==> config.mk <==
export PLATFORM = sky130hd
export DESIGN_NAME = fifo_bit_drainer
export DESIGN_NICKNAME = d
export VERILOG_FILES = /design/src/rtl/trivium_pkg.sv /design/src/rtl/byte_piso.sv /design/src/rtl/fifo_bit_drainer.sv
export SDC_FILE = /design/constraint.sdc
export NUM_CORES = 1
export LEC_CHECK = 0
export ABC_AREA = 1
export BUFFER_PORTS_ARGS = -buffer_cell sky130_fd_sc_hd__buf_4
export CAP_MARGIN = 20
export CORE_MARGIN = 3
export CORE_UTILIZATION = 40
export DETAILED_ROUTE_END_ITERATION = 6
export SETUP_SLACK_MARGIN = 0.1
export SLEW_MARGIN = 20
export SYNTH_ARGS = -nofsm -noshare
export SYNTH_HDL_FRONTEND = slang
export SYNTH_SLANG_ARGS = --single-unit
==> constraint.sdc <==
create_clock -name clk -period 1.8 [get_ports clk]
set_clock_uncertainty 0.1 [all_clocks]
set_input_delay 0.27 -clock clk [delete_from_list [all_inputs] [get_ports clk]]
set_output_delay 0.27 -clock clk [all_outputs]
set_load 0.01 [all_outputs]
==> src/rtl/trivium_pkg.sv <==
// rtl/trivium_pkg.sv - shared FIFO condition codes and drainer state encoding
package trivium_pkg;

   localparam logic [1:0] COND_EMPTY = 2'b00;
   localparam logic [1:0] COND_PART  = 2'b10;
   localparam logic [1:0] COND_FULL  = 2'b11;

   typedef enum logic [2:0] {
      IDLE,
      REQ,
      WAIT_STB,
      CAPTURE,
      SHIFT
   } drainer_state_t;

endpackage

==> src/rtl/byte_piso.sv <==
// rtl/byte_piso.sv - 8-bit parallel-load / serial-out shift register
module byte_piso #(
   parameter bit MSB_FIRST = 1'b1
) (
   input  logic       clk,
   input  logic       rst,
   input  logic       i_load,
   input  logic       i_shift,
   input  logic [7:0] i_data,
   output logic       o_bit
);

   logic [7:0] r_sr;

   // load wins over shift so a flush-clear can never be overridden by a handshake
   always_ff @(posedge clk or posedge rst) begin
      if (rst) begin
         r_sr <= 8'h00;
      end else if (i_load) begin
         r_sr <= i_data;
      end else if (i_shift) begin
         r_sr <= MSB_FIRST ? {r_sr[6:0], 1'b0} : {1'b0, r_sr[7:1]};
      end
   end

   assign o_bit = MSB_FIRST ? r_sr[7] : r_sr[0];

endmodule

==> src/rtl/fifo_bit_drainer.sv <==
// rtl/fifo_bit_drainer.sv - pulls bytes from the byte FIFO and serializes them with frame tracking
module fifo_bit_drainer
   import trivium_pkg::*;
#(
   parameter int FRAME_LEN   = 16,
   parameter bit MSB_FIRST   = 1'b1,
   parameter int STB_TIMEOUT = 2
) (
   input  logic       clk,
   input  logic       rst,
   input  logic [1:0] fifo_condition,
   input  logic       fifo_read_stb,
   input  logic [7:0] fifo_dout,
   output logic       fifo_read,
   input  logic       flush,
   output logic       bit_out,
   output logic       bit_valid,
   input  logic       bit_ready,
   output logic       frame_last,
   output logic [7:0] byte_cnt,
   output logic       busy
);

   localparam logic [7:0] LAST_BYTE = 8'(FRAME_LEN - 1);
   localparam logic [7:0] TO_LAST   = 8'(STB_TIMEOUT - 1);

   drainer_state_t r_state, w_next;
   logic [7:0] r_to_cnt;
   logic [2:0] r_bit_cnt;
   logic [7:0] r_byte_cnt;
   logic       w_hs;
   logic       w_last_bit;
   logic       w_load;
   logic [7:0] w_load_data;

   assign fifo_read   = (r_state == REQ) && !flush;
   assign bit_valid   = (r_state == SHIFT) && !flush;
   assign w_hs        = bit_valid && bit_ready;
   assign w_last_bit  = (r_bit_cnt == 3'd7);
   assign frame_last  = bit_valid && w_last_bit && (r_byte_cnt == LAST_BYTE);
   assign busy        = (r_state != IDLE);
   assign byte_cnt    = r_byte_cnt;

   // flush reloads the shifter with zeros so the abandoned byte cannot leak out later
   assign w_load      = flush || (r_state == CAPTURE);
   assign w_load_data = flush ? 8'h00 : fifo_dout;

   byte_piso #(.MSB_FIRST(MSB_FIRST)) u_piso (
      .clk     (clk),
      .rst     (rst),
      .i_load  (w_load),
      .i_shift (w_hs),
      .i_data  (w_load_data),
      .o_bit   (bit_out)
   );

   always_comb begin
      w_next = r_state;
      if (flush) begin
         w_next = IDLE;
      end else begin
         case (r_state)
            IDLE:     if (fifo_condition != COND_EMPTY) w_next = REQ;
            REQ:      w_next = WAIT_STB;
            WAIT_STB: begin
               if (fifo_read_stb)           w_next = CAPTURE;
               else if (r_to_cnt == TO_LAST) w_next = IDLE;
            end
            CAPTURE:  w_next = SHIFT;
            SHIFT:    if (w_hs && w_last_bit) w_next = IDLE;
            default:  w_next = IDLE;
         endcase
      end
   end

   always_ff @(posedge clk or posedge rst) begin
      if (rst) begin
         r_state    <= IDLE;
         r_to_cnt   <= 8'd0;
         r_bit_cnt  <= 3'd0;
         r_byte_cnt <= 8'd0;
      end else begin
         r_state <= w_next;
         if (r_state == REQ) begin
            r_to_cnt <= 8'd0;
         end else if (r_state == WAIT_STB) begin
            r_to_cnt <= r_to_cnt + 8'd1;
         end
         if (flush) begin
            r_bit_cnt  <= 3'd0;
            r_byte_cnt <= 8'd0;
         end else if (r_state == CAPTURE) begin
            r_bit_cnt <= 3'd0;
         end else if (w_hs) begin
            r_bit_cnt <= r_bit_cnt + 3'd1;
            if (w_last_bit) begin
               r_byte_cnt <= (r_byte_cnt == LAST_BYTE) ? 8'd0 : r_byte_cnt + 8'd1;
            end
         end
      end
   end

endmodule

==> impl_results.md, run 1 <==
- P_sw: 542 uW
- Synth Register Bits: 30
- Fin. Hold Viols: 0
- GRT overflow: 0
- Post-synthesis sequential area ratio: 0.424
- H-tree Lvls: 2
- Relative slew slack: 0.742
- Layout fillers: 427
- Hpwl dp: 2.68 mm
- Reg2Reg Capture Point: byte_cnt[5]
- Maximum vdd drop: 0.437 mV
- Final Setup Violations: 0
- First-pass GRT wire length: 6.64 mm
- Hold Path Depth: 3
- Worst Slack Setup Final: 83.5 ps
- Synth area leaders: dfrtp_1, nand2_1, nand3_1, inv_1, nor2_1
- Area delta synth->final: 25.3%
- CTS clk-pin slew, worst paths: 60 ps
- GR Util All Layers: 0.161
- Core Rows: 23
- Post-route minimum period: 1720 ps
- Clock power frac: 0.308
- Post-synth cell types: 23
- Initial drt markers: 89
- Setup TNS: 0 ps
- Remaining DRCs: 0
- Syn nets: 269
- Syn Area/Cell: 7.11 um2
- Achievable Freq: 583 MHz
- Chip width: 72.5 um
- Max Cap Violations: 0
- Sequential share of power: 0.455
- Vias in the first global route: 1536
- Root Driver: clkbuf_8
- Switching Share: 0.317
- Tcrit/Tclk final: 0.954
- Reg-to-reg slack, setup: 240 ps
- Unrepaired setup endpoints after global routing: yes
- CP Launch Type: register
- DIE AREA: 5260 um2
- Most frequent cells in the layout: nand2_1, buf_4, dfrtp_1
- FF+latch area: 753 um2
- Hold Path End: u_piso.r_sr[0]
- Detailed-route via count: 1639
- # diodes: 0
- Final ANT Viol Nets: 0
- Pint: 1170 uW
- Initial Utilization: 0.427
- CP arrival: 1350 ps
- Clk buf depth: 2
- Largest area contributor in the netlist: dfrtp_1
- Port-buffer cells: 27
- Final GP Congestion: 0.802
- TritonRoute pass-1 iters: 4
- Pwr Density: 772 nW/um2
- Leakage: 0.00124 uW
- Initial antenna violation count: 0
- Footprint of the multi-input gates: 916 um2
- Hold path start: fifo_dout[0]
- Post-place setup slack: 207 ps
- Data required time of the critical path: 1430 ps
- CP Max Fanout: 3
- Reg-to-Reg Start: r_bit_cnt[0]
- Syn Inst Count: 249
- Crit path kind: register to output pin
- Min-delay worst type: input pin to register
- Pins Over Slew Limit: 0
- Placed Instances: 328
- Largest net degree at the start of global routing: 31
- Top cell type's share of synthesized area: 0.424
- CTS Buf Count: 5
- Core area: 4140 um2
- Element type at the critical path end: output pin
- Commonest non-fill, non-tap cell in the layout: nand2_1
- Final WL: 3.74 mm
- Chip height: 72.5 um
- Worst-margin pin slew: 387 ps
- Synth Warn #: 0
- Fin cells: 340
- Final net count: 311
- IO Pins: 28
- Vias per cell: 4.82
- Clock sinks: 30
- Post-synth design cell area: 1770 um2
- Outcome: finished clean
- Worst reg-to-reg path cell count: 8
- Routed wire per std cell: 11.0 um
- CTS tree: built
- Worst skew pair latency: 280 ps
- Layout cell share with drive strength beyond 1: 0.217
- Comb pwr share: 0.238
[flip-flops by register name, indices dropped and copies added (netlist names)]
| register | cells |
|---|---|
| r_bit_cnt | 3 |
| r_state | 3 |
| u_piso.r_sr | 8 |
| byte_cnt | 8 |
| r_to_cnt | 8 |
[cells by family after synthesis]
| logic type | share of synthesized area |
|---|---|
| adder cells (fa/ha/maj) | 0.0353 |
| flip-flops | 0.424 |
| AND/OR/NAND/NOR | 0.406 |
| AO/OA/AOI/OAI | 0.0558 |
| buffers and inverters | 0.0784 |
[critical path, cell delays in order (launching register included)]
cell,delay [ps]
dfrtp_1,360
ha_2,210
nand3_4,100
nor2_4,130
and3_4,180
buf_6,90
[layer usage]
metal / track usage / up-vias / routed length [um]
met1: 0.221 / 723 / 1890
li1: - / 872 / -
met5: 0 / - / 0
met3: 0.0388 / 4 / 220
met4: 0.0676 / 0 / 57
met2: 0.242 / 40 / 1580
[worst max-delay path by stage]
stage	startpoint	to	slack [ps]	cells past startpoint
after global routing	byte_cnt[0]	frame_last	7	5
after CTS	byte_cnt[1]	frame_last	100	5
after global placement	byte_cnt[1]	frame_last	230	5
final	byte_cnt[1]	frame_last	80	5
after floorplan	byte_cnt[0]	frame_last	240	4
after detailed placement	byte_cnt[1]	frame_last	210	5
[stage by stage]
step	power, uW	hold slack (ps)	instance area (um2)	util
global placement	1190	283	2040	0.493
detailed placement	1190	285	2040	0.493
CTS	1730	97.8	2180	0.526
floorplan	1060	261	1770	-
global route	1830	126	2220	0.535
finish	1710	107	2220	0.535
[power groups by stage]
stage	clock (uW)	sequential, uW	combinational (uW)
floorplan	0	780	278
global placement	0	788	401
detailed placement	0	788	402
CTS	544	777	405
global route	569	786	476
finish	527	779	408
[repair_timing]
| action | CTS | global route |
|---|---|---|
| pin swaps | 2 | 3 |
| endpoints found under the hold margin | 30 | 0 |
| gates resized for setup | 5 | 9 |
| setup endpoints to repair | 1 | 10 |
| hold buffers | 1 | 0 |
| buffers inserted | 4 | 1 |
[synth_stat cells]
library cell   n
ha_1           5
buf_6          2
buf_4          1
o22ai_1        3
nor2_2         2
dfrtp_1       30
nand3_4        1
o21ai_0       12
nand3_1       26
nor2_8         1
nand3b_1       1
o21bai_1       2
nor2_4         1
nand2_2        1
nor3_1         3
and3_1         1
nor2_1        24
nand4_1        4
inv_1         26
nand3_2        1
nand2_1       98
o21ai_1        1
inv_2          3
[layout make-up]
cell class,count,area share
well taps,50,0.0282
repair buffers,38,0.131
multi-input cells,187,0.413
clock buffers,6,0.0372
flip-flops and latches,30,0.340
inverters,29,0.0508
Note: power is estimated with default switching activity, not from simulation.
==> run 2, diff against run 1 <==
--- a/config.mk
+++ b/config.mk
@@ -5,7 +5,6 @@
 export SDC_FILE = /design/constraint.sdc
 export NUM_CORES = 1
 export LEC_CHECK = 0
-export ABC_AREA = 1
 export BUFFER_PORTS_ARGS = -buffer_cell sky130_fd_sc_hd__buf_4
 export CAP_MARGIN = 20
 export CORE_MARGIN = 3
==> run 2 against run 1 <==
  * The flow now finishes with violations (setup timing)
  * Combinational power increased by 8.1%
  * First-iteration DRC count fell by 36%
  * Via count decreased by 6.0%
  * Core utilization is 12 points higher
  * Hold slack better by 27 ps
  * Routed wire length increased by 16%
  * Area after synthesis down 5.6%
  * Power increased by 1.4%
  * Critical path depth is the same
  * Clock power is 3.8% lower
  * Largest power group unchanged
==> impl_results.md, run 2 <==
- Number of synthesized flops with an enable pin: 0 (unchanged)
- Final WL: 4.35 mm (+16%)
- Post-place setup slack: -14.2 ps (-221 ps)
- First-pass GRT wire length: 7.25 mm (+9.0%)
- H-tree Lvls: 2 (unchanged)
- Initial antenna violation count: 0 (unchanged)
- CP Launch Type: register
- CP Max Fanout: 2 (-1)
- Slowest cell on the critical path: or4b_4
- Post-synth design cell area: 1670 um2 (-5.6%)
- Crit-path most repeated cell: buf_6
- Final Setup Violations: 24 (+24)
- Hold_ws: 134 ps (+26.9 ps)
- Syn nets: 185 (-31%)
- Remaining DRCs: 0 (unchanged)
- CTS clk-pin slew, worst paths: 60 ps (about the same)
- Vias in the first global route: 1609 (+4.8%)
- Synth Register Bits: 30 (unchanged)
- GR Util All Layers: 0.179 (+0.0174)
- Leakage: 0.00110 uW (-11%)
- TritonRoute pass-1 iters: 4 (unchanged)
- Final net count: 241 (-23%)
- Top cell type's share of synthesized area: 0.449 (+0.0251)
- Element type at the critical path end: output pin
- Core Rows: 22 (-4.3%)
- Fin. Hold Viols: 0 (unchanged)
- Data required time of the critical path: 1430 ps (about the same)
- CTS tree: built
- Clock sinks: 30 (unchanged)
- Most common cell in the netlist: dfrtp_1
- Outcome: finished with violations
- Worst Slack Setup Final: -192 ps (-276 ps)
- Detailed-route via count: 1540 (-6.0%)
- Tcrit/Tclk final: 1.11 (+0.153)
- Reg-to-reg slack, setup: -130 ps (-370 ps)
- Min-delay worst type: input pin to register
- Layout cell share with drive strength beyond 1: 0.480 (+0.262)
- CTS Buf Count: 5 (unchanged)
- Commonest non-fill, non-tap cell in the layout: buf_4
- Chip width: 70.6 um (-2.6%)
- DIE AREA: 4990 um2 (-5.1%)
- Max Cap Violations: 0 (unchanged)
- Maximum vdd drop: 0.553 mV (+27%)
- Worst skew pair latency: 280 ps (about the same)
- Hpwl dp: 2.68 mm (about the same)
- Pwr Density: 686 nW/um2 (-11%)
- # diodes: 0 (unchanged)
- Post-synthesis sequential area ratio: 0.449 (+0.0251)
- Post-route minimum period: 1990 ps (+276 ps)
- Achievable Freq: 502 MHz (-14%)
- IO Pins: 28 (unchanged)
- Family with the most delay on the worst path: simple AND/OR/NAND/NOR gates
- Synth Flop Type: dfrtp_1
- Layout fillers: 318 (-26%)
- Synth area leaders: dfrtp_1, o311ai_0, a2bb2oi_1, ha_1, nand2_1
- Routed wire per std cell: 16.2 um (+47%)
- Commonest cells in the synthesized netlist: dfrtp_1, nand2_1, inv_1
- Relative slew slack: 0.649 (-0.0931)
- Vias per cell: 5.72 (+19%)
- Initial Utilization: 0.434 (+0.00653)
- Ys async rst share: 1.00 (unchanged)
- Largest area contributor in the netlist: dfrtp_1
- Worst-margin pin slew: 525 ps (+138 ps)
- Crit path kind: register to output pin
- Syn Inst Count: 165 (-34%)
- Syn Area/Cell: 10.1 um2 (+42%)
- Largest net degree at the start of global routing: 31 (unchanged)
- Port-buffer cells: 27 (unchanged)
- Root Driver: clkbuf_8
- Area delta synth->final: 51.3%
- CP arrival: 1620 ps (+270 ps)
- Core area: 3850 um2 (-7.0%)
- Unrepaired setup endpoints after global routing: yes
- Critical path buffers and inverters: 3 (+2)
- Violated checks: setup timing
- Final ANT Viol Nets: 0 (unchanged)
- Post-synth cell types: 45 (+96%)
- Pins Over Slew Limit: 0 (unchanged)
- Slowest stage delay, CP: 520 ps (+160 ps)
- GRT overflow: 0 (unchanged)
- Most frequent cells in the layout: buf_4, dfrtp_1, nand2_1
- Final GP Congestion: 0.807 (+0.72%)
- Cell Chain, Critical Path: or4b_4, buf_6, inv_4, and3_4, buf_6
- Synth Warn #: 0 (unchanged)
- Initial drt markers: 57 (-36%)
- Clk buf depth: 2 (unchanged)
- Chip height: 70.6 um (-2.6%)
-- run 2: final timing paths --
| check | from | depth (start not counted) | end |
|---|---|---|---|
| max | r_state[0] | 5 | frame_last |
| min | fifo_dout[0] | 2 | u_piso.r_sr[0] |
| max reg2reg | r_state[1] | 5 | byte_cnt[4] |
| min reg2reg | u_piso.r_sr[0] | 1 | u_piso.r_sr[0] |
| max in group asynchronous | rst | 4 | u_piso.r_sr[0] |
| min in group asynchronous | rst | 4 | u_piso.r_sr[1] |
-- run 2: cell families after synthesis --
group	share of synthesized area
buf+inv	0.0629
xor+xnor	0.00524
fa+ha+maj	0.0374
simple gates	0.180
mux	0.0195
flops	0.449
compound gates	0.246
-- run 2: report_power, final --
part	internal [uW]	total, uW	switching (uW)
clock	266	507	241
sequential	726	789	63.1
combinational	241	441	200
total	1230	1740	504
-- run 2: per-layer routing --
metal / global-route usage / part of all wire / up-vias
met5: 0 / 0 / -
met4: 0.0605 / 0.011 / 0
met3: 0.0440 / 0.040 / 7
met2: 0.300 / 0.52 / 36
met1: 0.224 / 0.43 / 748
li1: - / - / 749
-- run 2: timing repair --
| action | 4_1_cts | 5_1_grt |
|---|---|---|
| gates cloned | 1 | 0 |
| hold buffers | 1 | 0 |
| buffers inserted | 14 | 2 |
| pin swaps | 12 | 11 |
| setup endpoints to repair | 26 | 29 |
| endpoints found under the hold margin | 30 | 0 |
| gates resized for setup | 38 | 29 |
-- run 2: worst register-to-register path, cell delays in order (launching register included) --
cell     delay (ps)
dfrtp_1         400
buf_6           130
buf_6           100
or3b_4          450
or4b_4          540
a21oi_2         150
-- run 2: stage by stage --
step | instance area, um2 | cells | utilization | TNS, ps | power, uW
3_3_place_gp | 2010 | 244 | 0.521 | 0 | 1080
6_report | 2530 | 269 | 0.656 | -2020 | 1740
3_5_place_dp | 2010 | 244 | 0.521 | -21.7 | 1090
4_1_cts | 2350 | 267 | 0.610 | -1710 | 1690
5_1_grt | 2530 | 269 | 0.656 | -3530 | 1830
2_1_floorplan | 1720 | 165 | - | 0 | 991
-- run 2: final cells by class --
type,count,area (um2),area share
Clock buffer,7,76.3,0.0302
Multi-Input combinational cell,113,1080,0.429
Sequential cell,30,751,0.297
Tap cell,48,60.1,0.0237
Timing Repair Buffer,59,510,0.202
Inverter,12,47.5,0.0188
